<file path="config.mk">
export PLATFORM = sky130hd
export DESIGN_NAME = prog_loader
export DESIGN_NICKNAME = d
export VERILOG_FILES = /design/src/rtl/cpu10_pkg.sv /design/src/rtl/loader_checksum.sv /design/src/rtl/prog_loader.sv
export SDC_FILE = /design/constraint.sdc
export NUM_CORES = 1
export LEC_CHECK = 0
export ABC_AREA = 1
export ABC_CLOCK_PERIOD_IN_PS = 8340
export BUFFER_PORTS_ARGS = -buffer_cell sky130_fd_sc_hd__buf_2
export CAP_MARGIN = 30
export CORE_AREA = 2 2 88 90
export DETAILED_ROUTE_END_ITERATION = 8
export DIE_AREA = 0 0 90 92
export GPL_TIMING_DRIVEN = 0
export PLACE_DENSITY = 0.81
export SYNTH_ARGS = -nofsm -noshare
export SYNTH_HDL_FRONTEND = slang
export SYNTH_SLANG_ARGS = --single-unit
</file>
<file path="constraint.sdc">
create_clock -name clk -period 8.34 [get_ports clk]
set_input_delay 0.834 -clock clk [delete_from_list [all_inputs] [get_ports clk]]
set_output_delay 0.834 -clock clk [all_outputs]
set_load 0.1 [all_outputs]
</file>
<file path="src/rtl/cpu10_pkg.sv">
`default_nettype none
// ============================================================================
//  Module      : cpu10_pkg
//  Description : Shared constants and types for the 10-bit CPU program
//                loader: word/address widths, checksum width and the
//                loader state encoding.
//  Revision    : 1.0 - initial release
// ============================================================================
package cpu10_pkg;

    localparam int c_CPU_DATA_W = 10;
    localparam int c_CPU_ADDR_W = 10;
    localparam int c_CHK_W      = c_CPU_DATA_W;

    typedef enum logic [2:0] {
        ST_IDLE   = 3'd0,
        ST_LOAD   = 3'd1,
        ST_VERIFY = 3'd2,
        ST_RUN    = 3'd3,
        ST_DONE   = 3'd4,
        ST_ERROR  = 3'd5
    } ldr_state_e;

endpackage
`default_nettype wire

</file>
<file path="src/rtl/loader_checksum.sv">
`default_nettype none
// ============================================================================
//  Module      : loader_checksum
//  Description : Clearable modulo-2**W accumulator with enable.
//                o_sum already includes the current-cycle operand when
//                i_en is high, so the owner can compare a running total on
//                the same cycle the final operand arrives.
//  Ports       : clk, rst_n (async active-low), i_clr, i_en, i_data,
//                o_sum (running total including this cycle's operand)
//  Revision    : 1.0 - initial release
// ============================================================================
module loader_checksum
    import cpu10_pkg::*;
#(
    parameter int W = c_CHK_W
) (
    input  logic         clk,
    input  logic         rst_n,
    input  logic         i_clr,
    input  logic         i_en,
    input  logic [W-1:0] i_data,
    output logic [W-1:0] o_sum
);

    logic [W-1:0] r_sum;
    logic [W-1:0] w_add;

    assign w_add = i_en ? i_data : '0;
    assign o_sum = r_sum + w_add;

    always_ff @(posedge clk or negedge rst_n) begin
        if (!rst_n) begin
            r_sum <= '0;
        end else if (i_clr) begin
            r_sum <= '0;
        end else begin
            r_sum <= o_sum;
        end
    end

endmodule
`default_nettype wire

</file>
<file path="src/rtl/prog_loader.sv">
`default_nettype none
// ============================================================================
//  Module      : prog_loader
//  Description : Host-side writer for the 10-bit CPU instruction RAM.
//                Streams program words in over valid/ready, writes them,
//                reads the image back and compares checksums, then releases
//                the CPU from reset and waits for its halt flag.
//  Ports       : clk, rst (async active-low), start,
//                s_valid/s_data/s_last/s_ready   - host word stream
//                imem_we/imem_addr/imem_wdata/imem_rdata - RAM port
//                cpu_rst/cpu_halted              - CPU control
//                busy/done/error/word_count      - status
//  Revision    : 1.0 - initial release
// ============================================================================
module prog_loader
    import cpu10_pkg::*;
#(
    parameter int DATA_W    = c_CPU_DATA_W,
    parameter int ADDR_W    = c_CPU_ADDR_W,
    parameter int DEPTH     = 1024,
    parameter int BASE_ADDR = 0
) (
    input  logic              clk,
    input  logic              rst,
    input  logic              start,
    input  logic              s_valid,
    input  logic [DATA_W-1:0] s_data,
    input  logic              s_last,
    output logic              s_ready,
    output logic              imem_we,
    output logic [ADDR_W-1:0] imem_addr,
    output logic [DATA_W-1:0] imem_wdata,
    input  logic [DATA_W-1:0] imem_rdata,
    output logic              cpu_rst,
    input  logic              cpu_halted,
    output logic              busy,
    output logic              done,
    output logic              error,
    output logic [ADDR_W:0]   word_count
);

    localparam logic [ADDR_W:0]   c_DEPTH = (ADDR_W+1)'(DEPTH);
    localparam logic [ADDR_W-1:0] c_BASE  = ADDR_W'(BASE_ADDR);

    ldr_state_e r_state;
    ldr_state_e w_next_state;

    logic [ADDR_W-1:0] r_addr;
    logic [ADDR_W:0]   r_word_count;
    logic [ADDR_W:0]   r_rd_cnt;
    logic              r_rd_vld;
    logic              r_done;
    logic              r_error;

    logic              w_full;
    logic              w_start_ok;
    logic              w_beat;
    logic              w_overflow;
    logic              w_rd_issue;
    logic              w_verify_end;
    logic              w_mismatch;
    logic              w_halt;
    logic [DATA_W-1:0] w_ld_sum;
    logic [DATA_W-1:0] w_vf_sum;

    assign w_full     = (r_word_count == c_DEPTH);
    assign imem_addr  = r_addr;
    assign done       = r_done;
    assign error      = r_error;
    assign word_count = r_word_count;

    // ------------------------------------------------------------------
    // State register
    // ------------------------------------------------------------------
    always_ff @(posedge clk or negedge rst) begin
        if (!rst) begin
            r_state <= ST_IDLE;
        end else begin
            r_state <= w_next_state;
        end
    end

    // ------------------------------------------------------------------
    // Next state and outputs
    // ------------------------------------------------------------------
    always_comb begin
        w_next_state = r_state;
        s_ready      = 1'b0;
        imem_we      = 1'b0;
        imem_wdata   = '0;
        cpu_rst      = 1'b1;
        busy         = 1'b0;
        w_start_ok   = 1'b0;
        w_beat       = 1'b0;
        w_overflow   = 1'b0;
        w_rd_issue   = 1'b0;
        w_verify_end = 1'b0;
        w_mismatch   = 1'b0;
        w_halt       = 1'b0;

        case (r_state)
            ST_IDLE, ST_DONE, ST_ERROR: begin
                if (start) begin
                    w_start_ok   = 1'b1;
                    w_next_state = ST_LOAD;
                end
            end
            ST_LOAD: begin
                busy    = 1'b1;
                s_ready = !w_full;
                if (s_valid && !w_full) begin
                    w_beat     = 1'b1;
                    imem_we    = 1'b1;
                    imem_wdata = s_data;
                    if (s_last) begin
                        w_next_state = ST_VERIFY;
                    end
                end else if (s_valid) begin
                    // A word offered once the window is full is dropped.
                    w_overflow   = 1'b1;
                    w_next_state = ST_ERROR;
                end
            end
            ST_VERIFY: begin
                busy         = 1'b1;
                w_rd_issue   = (r_rd_cnt != r_word_count);
                // All reads issued and the final read data is on imem_rdata.
                w_verify_end = r_rd_vld && !w_rd_issue;
                if (w_verify_end) begin
                    if (w_ld_sum == w_vf_sum) begin
                        w_next_state = ST_RUN;
                    end else begin
                        w_mismatch   = 1'b1;
                        w_next_state = ST_ERROR;
                    end
                end
            end
            ST_RUN: begin
                busy    = 1'b1;
                cpu_rst = 1'b0;
                if (cpu_halted) begin
                    w_halt       = 1'b1;
                    w_next_state = ST_DONE;
                end
            end
            default: begin
                w_next_state = ST_IDLE;
            end
        endcase
    end

    // ------------------------------------------------------------------
    // Address, counters and sticky status
    // ------------------------------------------------------------------
    always_ff @(posedge clk or negedge rst) begin
        if (!rst) begin
            r_addr       <= '0;
            r_word_count <= '0;
            r_rd_cnt     <= '0;
            r_rd_vld     <= 1'b0;
            r_done       <= 1'b0;
            r_error      <= 1'b0;
        end else begin
            r_rd_vld <= w_rd_issue;
            if (w_start_ok) begin
                r_addr       <= c_BASE;
                r_word_count <= '0;
                r_rd_cnt     <= '0;
                r_done       <= 1'b0;
                r_error      <= 1'b0;
            end
            if (w_beat) begin
                r_word_count <= r_word_count + (ADDR_W+1)'(1);
                // Final beat rewinds the address so readback starts at base.
                r_addr       <= s_last ? c_BASE : (r_addr + ADDR_W'(1));
            end
            if (w_rd_issue) begin
                r_addr   <= r_addr + ADDR_W'(1);
                r_rd_cnt <= r_rd_cnt + (ADDR_W+1)'(1);
            end
            if (w_overflow || w_mismatch) begin
                r_error <= 1'b1;
            end
            if (w_halt) begin
                r_done <= 1'b1;
            end
        end
    end

    // ------------------------------------------------------------------
    // Checksums: one over accepted words, one over read-back data
    // ------------------------------------------------------------------
    loader_checksum #(
        .W (DATA_W)
    ) u_chk_load (
        .clk    (clk),
        .rst_n  (rst),
        .i_clr  (w_start_ok),
        .i_en   (w_beat),
        .i_data (s_data),
        .o_sum  (w_ld_sum)
    );

    loader_checksum #(
        .W (DATA_W)
    ) u_chk_verify (
        .clk    (clk),
        .rst_n  (rst),
        .i_clr  (w_start_ok),
        .i_en   (r_rd_vld),
        .i_data (imem_rdata),
        .o_sum  (w_vf_sum)
    );

    // The load window must not wrap past the top of the address space.
    a_no_addr_wrap : assert property (@(posedge clk)
        (BASE_ADDR + DEPTH <= 2**ADDR_W) && (DEPTH >= 1));

endmodule
`default_nettype wire

</file>
---- Word level (Yosys, flattened, before mapping) ----
Index checks and enable logic that the tools add are counted.
word-level totals
  register bits ........................... 58
  input bits .............................. 26
  output and inout port bits .............. 37
  logic and storage cells ................. 81
operators by class
  $add $sub $neg .......................... 5
  equal/unequal tests ..................... 13
  muxes and demuxes ....................... 40
  reduce and logical (&&, ||, !) cells .... 14
operators by type and width
  operator                                                                number
  10-bit two-way mux                                                      10
  11-bit two-way mux                                                      3
  11-bit by 1-bit adder with 11-bit output (second input constant)        2
  3-bit two-way mux                                                       7
  10-bit adder                                                            2
  1-bit two-way mux                                                       19
  3-bit case mux with 4 select lines                                      1
  11-bit equality test (second input constant)                            1
  11-bit inequality test                                                  1
  10-bit by 1-bit adder with 10-bit output (second input constant)        1
  10-bit equality test                                                    1
  2-bit nonzero test                                                      4
  3-bit by 2-bit equality test with 1-bit output (second input constant)  2
  3-bit equality test (second input constant)                             2
  2-bit inequality test (second input constant)                           3
  3-bit inequality test (second input constant)                           2
  3-bit OR reduction                                                      2
  5-bit AND reduction                                                     1
  3-bit by 1-bit equality test with 1-bit output (second input constant)  1
  3-bit logical NOT                                                       1
  3-bit nonzero test                                                      1
  1-bit logical AND                                                       2
  1-bit logical NOT                                                       2
  1-bit logical OR                                                        1

---- Logic depth before layout (Yosys ltp) ----
  depth after elaboration ................. 13
  depth in mapped cells ................... 28
  gate-level depth less buffers ........... 27

---- Cells and area by module ----
Synthesis repeated with hierarchy kept, for this count alone.
second synthesis, totals
  cell total of the unflattened synthesis .. 677
  area, all modules ....................... 4559.4 um2
by module, submodules not included
  module           times used  cells an instance  area each (um2)  seq. area each (um2)
  prog_loader      1           407                2755.1           950.9
  loader_checksum  2           135                902.1            250.2

---- Worst setup path before layout ----
No wires, ideal clock.
  path kind ............................... reg-to-output
  start point ............................. register r_word_count[1], in the netlist word_count[1]
  end point ............................... output imem_wdata[7]
  data arrival time ....................... 3196 ps
  required time ........................... 7506 ps
  path slack .............................. 4310 ps
  cell stages (with the launch flop) ...... 9
  path buffers ............................ 1
  cells stage by stage .................... dfrtp_1 inv_1 ha_1 nand4_1 nor4_2 nor2_2 inv_1 clkbuf_1 nor2_1
between the ends
  longest elaborated chain between the ends .. 5
RTL lines
  what                    RTL line            source
  start, declared         prog_loader.sv:49   logic [ADDR_W:0] r_word_count;
  start signal, assigned  prog_loader.sv:173  r_word_count <= r_word_count + (ADDR_W+1)'(1);
  11-bit equality test    prog_loader.sv:66   assign w_full = (r_word_count == c_DEPTH);
  1-bit logical NOT       prog_loader.sv:111  if (s_valid && !w_full) begin
  1-bit logical AND       prog_loader.sv:111
  10-bit two-way mux      prog_loader.sv:111
  10-bit two-way mux      prog_loader.sv:101  case (r_state)
  end, declared           prog_loader.sv:32   output logic [DATA_W-1:0] imem_wdata,
Every way passes these cells.

---- Final worst setup path ----
  start point ............................. register r_word_count[1], in the netlist word_count[1]
  end point ............................... register r_state[2]
between the ends
  longest elaborated chain between the ends .. 11
  elaborated cells on any way between the ends .. 19
  those cells by class .................... add/sub (1); eq/ne (6); mux (7); reduce/logical (5)
RTL lines
  what                                RTL line               source
  11-bit equality test                prog_loader.sv:66
  1-bit logical NOT                   prog_loader.sv:111
  1-bit logical AND                   prog_loader.sv:111
  1-bit two-way mux                   prog_loader.sv:111
  1-bit two-way mux                   prog_loader.sv:101
  10-bit two-way mux                  loader_checksum.sv:28  assign w_add = i_en ? i_data : '0;
  10-bit adder                        loader_checksum.sv:29  assign o_sum = r_sum + w_add;
  10-bit equality test                prog_loader.sv:130     if (w_ld_sum == w_vf_sum) begin
  3-bit two-way mux                   prog_loader.sv:130
  3-bit two-way mux                   prog_loader.sv:129     if (w_verify_end) begin
  3-bit case mux with 4 select lines  prog_loader.sv:101
  end signal, assigned                prog_loader.sv:79      r_state <= w_next_state;
  end, declared                       prog_loader.sv:45      ldr_state_e r_state;
Several ways; a longest one is shown, not always the timed one. The select of a mux whose other input is x is not followed.
A chain may end at the register's enable or synchronous reset.

==> impl_metrics.yaml <==
sta:
  hold_viol: 0
  finalSetupViolations: 0
  min_period_ns: 3.96
  fmax_ghz: 0.252
  rsz0062_at_grt: "no"
  finalCritPeriodShare_pct: 47.5
  fin_ws_ns: 4.38
  slew_violations: 0
  fin_tns_setup_ns: 0
  relSlewSlack_pct: 53.7
  tightest_slew_ns: 0.694
  fin_skew_ns: 0.00998
grt:
  grt_pass1_wl_um: 17200
  met2_usage_pct: 46.1
  gr-total-overflow: 0
  grt_max_degree: 31
  antenna_found_initial: 0
  grtUsageTotal_pct: 25.6
  gr-usage-met1_pct: 30.7
  grtUsageMet3_pct: 3.78
  grt_pass1_vias: 3968
  busiest_layer: "met2"
setup_path:
  worstPathCellList: "inv_1 -> ha_1 -> nand4_1 -> nor4_2 -> nor2_2 -> inv_1 -> clkbuf_1 -> nor2_1 -> ha_1 -> a21oi_1 -> nor2_1 -> nor2_1 -> nand2_1 -> nand2_1 -> nand2_1 -> nand2_1 -> inv_1 -> nor2_1 -> nand3_1 -> o21bai_1 -> nand2_1 -> nand2_1 -> nand2_1"
  critPathBufInv: 4
  crit_fanout: 10
  critical_path.most_common_cell: "nand2_1"
  end_kind: "flip-flop"
  reg2reg_depth: 23
  cp.depth: 23
  worst_path_max_delay_cell: "clkbuf_1"
  crit_family: "simple AND/OR/NAND/NOR gates"
  arrival_ns: 4.21
  max_stage_delay_ns: 0.43
  cp-start-kind: "flip-flop"
  worstPathRequired_ns: 8.58
  path_class: "reg -> reg"
hold_path:
  hp-class: "reg -> reg"
  worstHoldPathCells: 1
cts:
  cts_buffers: 9
  hold_buffers: 0
  worstSkewPairLatency_ns: 0.35
  cts-resized-gates: 0
  clkSinkCount: 58
  clock_path_buffers: 2
  cts-htree-levels: 3
  cts-root-buf: "clkbuf_8"
  cts_setup_buffers: 0
  clk_pin_slew_ns: 0.07
  tritoncts: "done"
synthesis:
  synth.ff_latch_count: 58
  synthFlopType: "dfrtp_1"
  syn-num-nets: 675
  syn_avg_cell_area_um2: 6.83
  syn_inst: 625
  yosysUniqueCellTypes: 43
  netlist_area_mm2: 0.00427
  synth-edff-count: 0
  ys_warn_count: 0
  synth-seq-area-share_pct: 34.0
  synth_async_sr_flop_share_pct: 100
power:
  p_leak_uw: 0.00289
  irDropWorstVdd_v: 0.000318
  power.density_mw_per_mm2: 288
placement:
  gp_congestion: 0.887
  io_buffers: 62
  dp_hpwl_um: 7740
  post-place-ws_ns: 4.33
finish:
  area_growth_pct: 15.8
  drive_above_1_share_pct: 14.5
  layout_common_cells: "nand2_1, inv_1, nor2_1, buf_2, dfrtp_1"
  final_common_cell: "nand2_1"
  antenna_cells: 0
  nNetsFinal: 749
route:
  first_pass_iters: 5
  route.detailed.drc: 0
  via_per_inst: 5.11
  wl_per_cell_um: 12.6
  ant_nets: 0
  drt_iter0_markers: 210
  num_vias: 4118
  wl_um: 10100
floorplanning:
  io_pins: 63
  die_y_um: 92
  start_util_pct: 57.4
  core-area_mm2: 0.00745
  die_w_um: 90
  dieArea_mm2: 0.00828
  fp-row-count: 32
job:
  maxCapViolCount: 0
run_status:
  outcome: "finished, final reports clean"
==> worst paths after layout <==
| path | startpoint | to | slack, ns |
|---|---|---|---|
| setup / recovery | word_count[1]$_DFFE_PN0P_ | r_state[2]$_DFFE_PN0P_ | 4.38 |
| hold / removal | done$_DFFE_PN0P_ | done$_DFFE_PN0P_ | 0.50 |
| setup reg to reg | word_count[1]$_DFFE_PN0P_ | r_state[2]$_DFFE_PN0P_ | 4.38 |
| hold reg to reg | done$_DFFE_PN0P_ | done$_DFFE_PN0P_ | 0.50 |
| max in group asynchronous | rst | imem_addr[2]$_DFFE_PN0P_ | 7.20 |
| min in group asynchronous | rst | u_chk_load.r_sum[8]$_DFF_PN0_ | 0.52 |
==> layout make-up <==
cell class                 instances  area (um2)
clock inverter                     5        77.6
tap                              102         128
timing repair buffer              63         330
buffer                             7        38.8
multi-input combinational        449        2360
inverter                         111         419
clock buffer                      11         141
sequential                        58        1450
fill                             687        2500
==> cell usage after synthesis (3+ instances only) <==
master    number  share of area (%)
nand2_1      183                 16
inv_1        107                9.4
nor2_1        73                6.4
dfrtp_1       58                 34
nand3_1       45                5.3
a21oi_1       27                3.2
ha_1          22                6.4
xor2_1        15                3.1
o21ai_0       12                1.4
nand4_1       10                1.5
nor3_1         9                1.1
xnor2_1        9                1.8
o22ai_1        8                1.2
clkbuf_1       4               0.35
or2_2          4               0.59
a21oi_2        3               0.62
==> state kept, by name, summed over array words and instances, names as in the netlist <==
| register | flops |
|---|---|
| r_rd_cnt | 11 |
| word_count | 11 |
| imem_addr | 10 |
| u_chk_load.r_sum | 10 |
| u_chk_verify.r_sum | 10 |
| r_state | 3 |
| done | 1 |
| error | 1 |
| r_rd_vld | 1 |
==> stage by stage <==
step,utilization [%],instance area [um2],power (uW),std cells,hold slack (ns)
floorplan,-,4270,975,625,0.494
global placement,63.2,4710,1110,789,0.485
detailed placement,63.5,4730,1130,790,0.477
CTS,66.4,4950,1430,806,0.502
global route,66.4,4950,1520,806,0.538
finish,66.4,4950,1420,806,0.497
==> layer usage <==
metal,vias to the layer above,routed length (um)
li1,2114,-
met1,1870,4450
met2,109,5000
met3,25,448
met4,0,239
met5,-,0
==> power by group <==
group / total (uW) / internal, uW / switching, uW / leakage [uW]
clock: 294 / 175 / 119 / 0.000109
sequential: 367 / 332 / 35.5 / 0.000794
combinational: 762 / 204 / 558 / 0.00199
total: 1420 / 711 / 712 / 0.00289
==> logic make-up (layout without fill, tap and decap cells) <==
family / Yosys count / count (layout) / synth area share, %
buffers and inverters: 118 / 197 / 10.7
DFF: 58 / 58 / 34.0
and+or+nand+nor: 339 / 339 / 34.2
AOI/OAI and AO/OA: 61 / 61 / 8.55
muxes: 1 / 1 / 0.234
xor gates and xnor gates: 24 / 24 / 4.92
adders and majority gates: 24 / 24 / 7.38
Note: power is estimated with default switching activity, not from simulation.
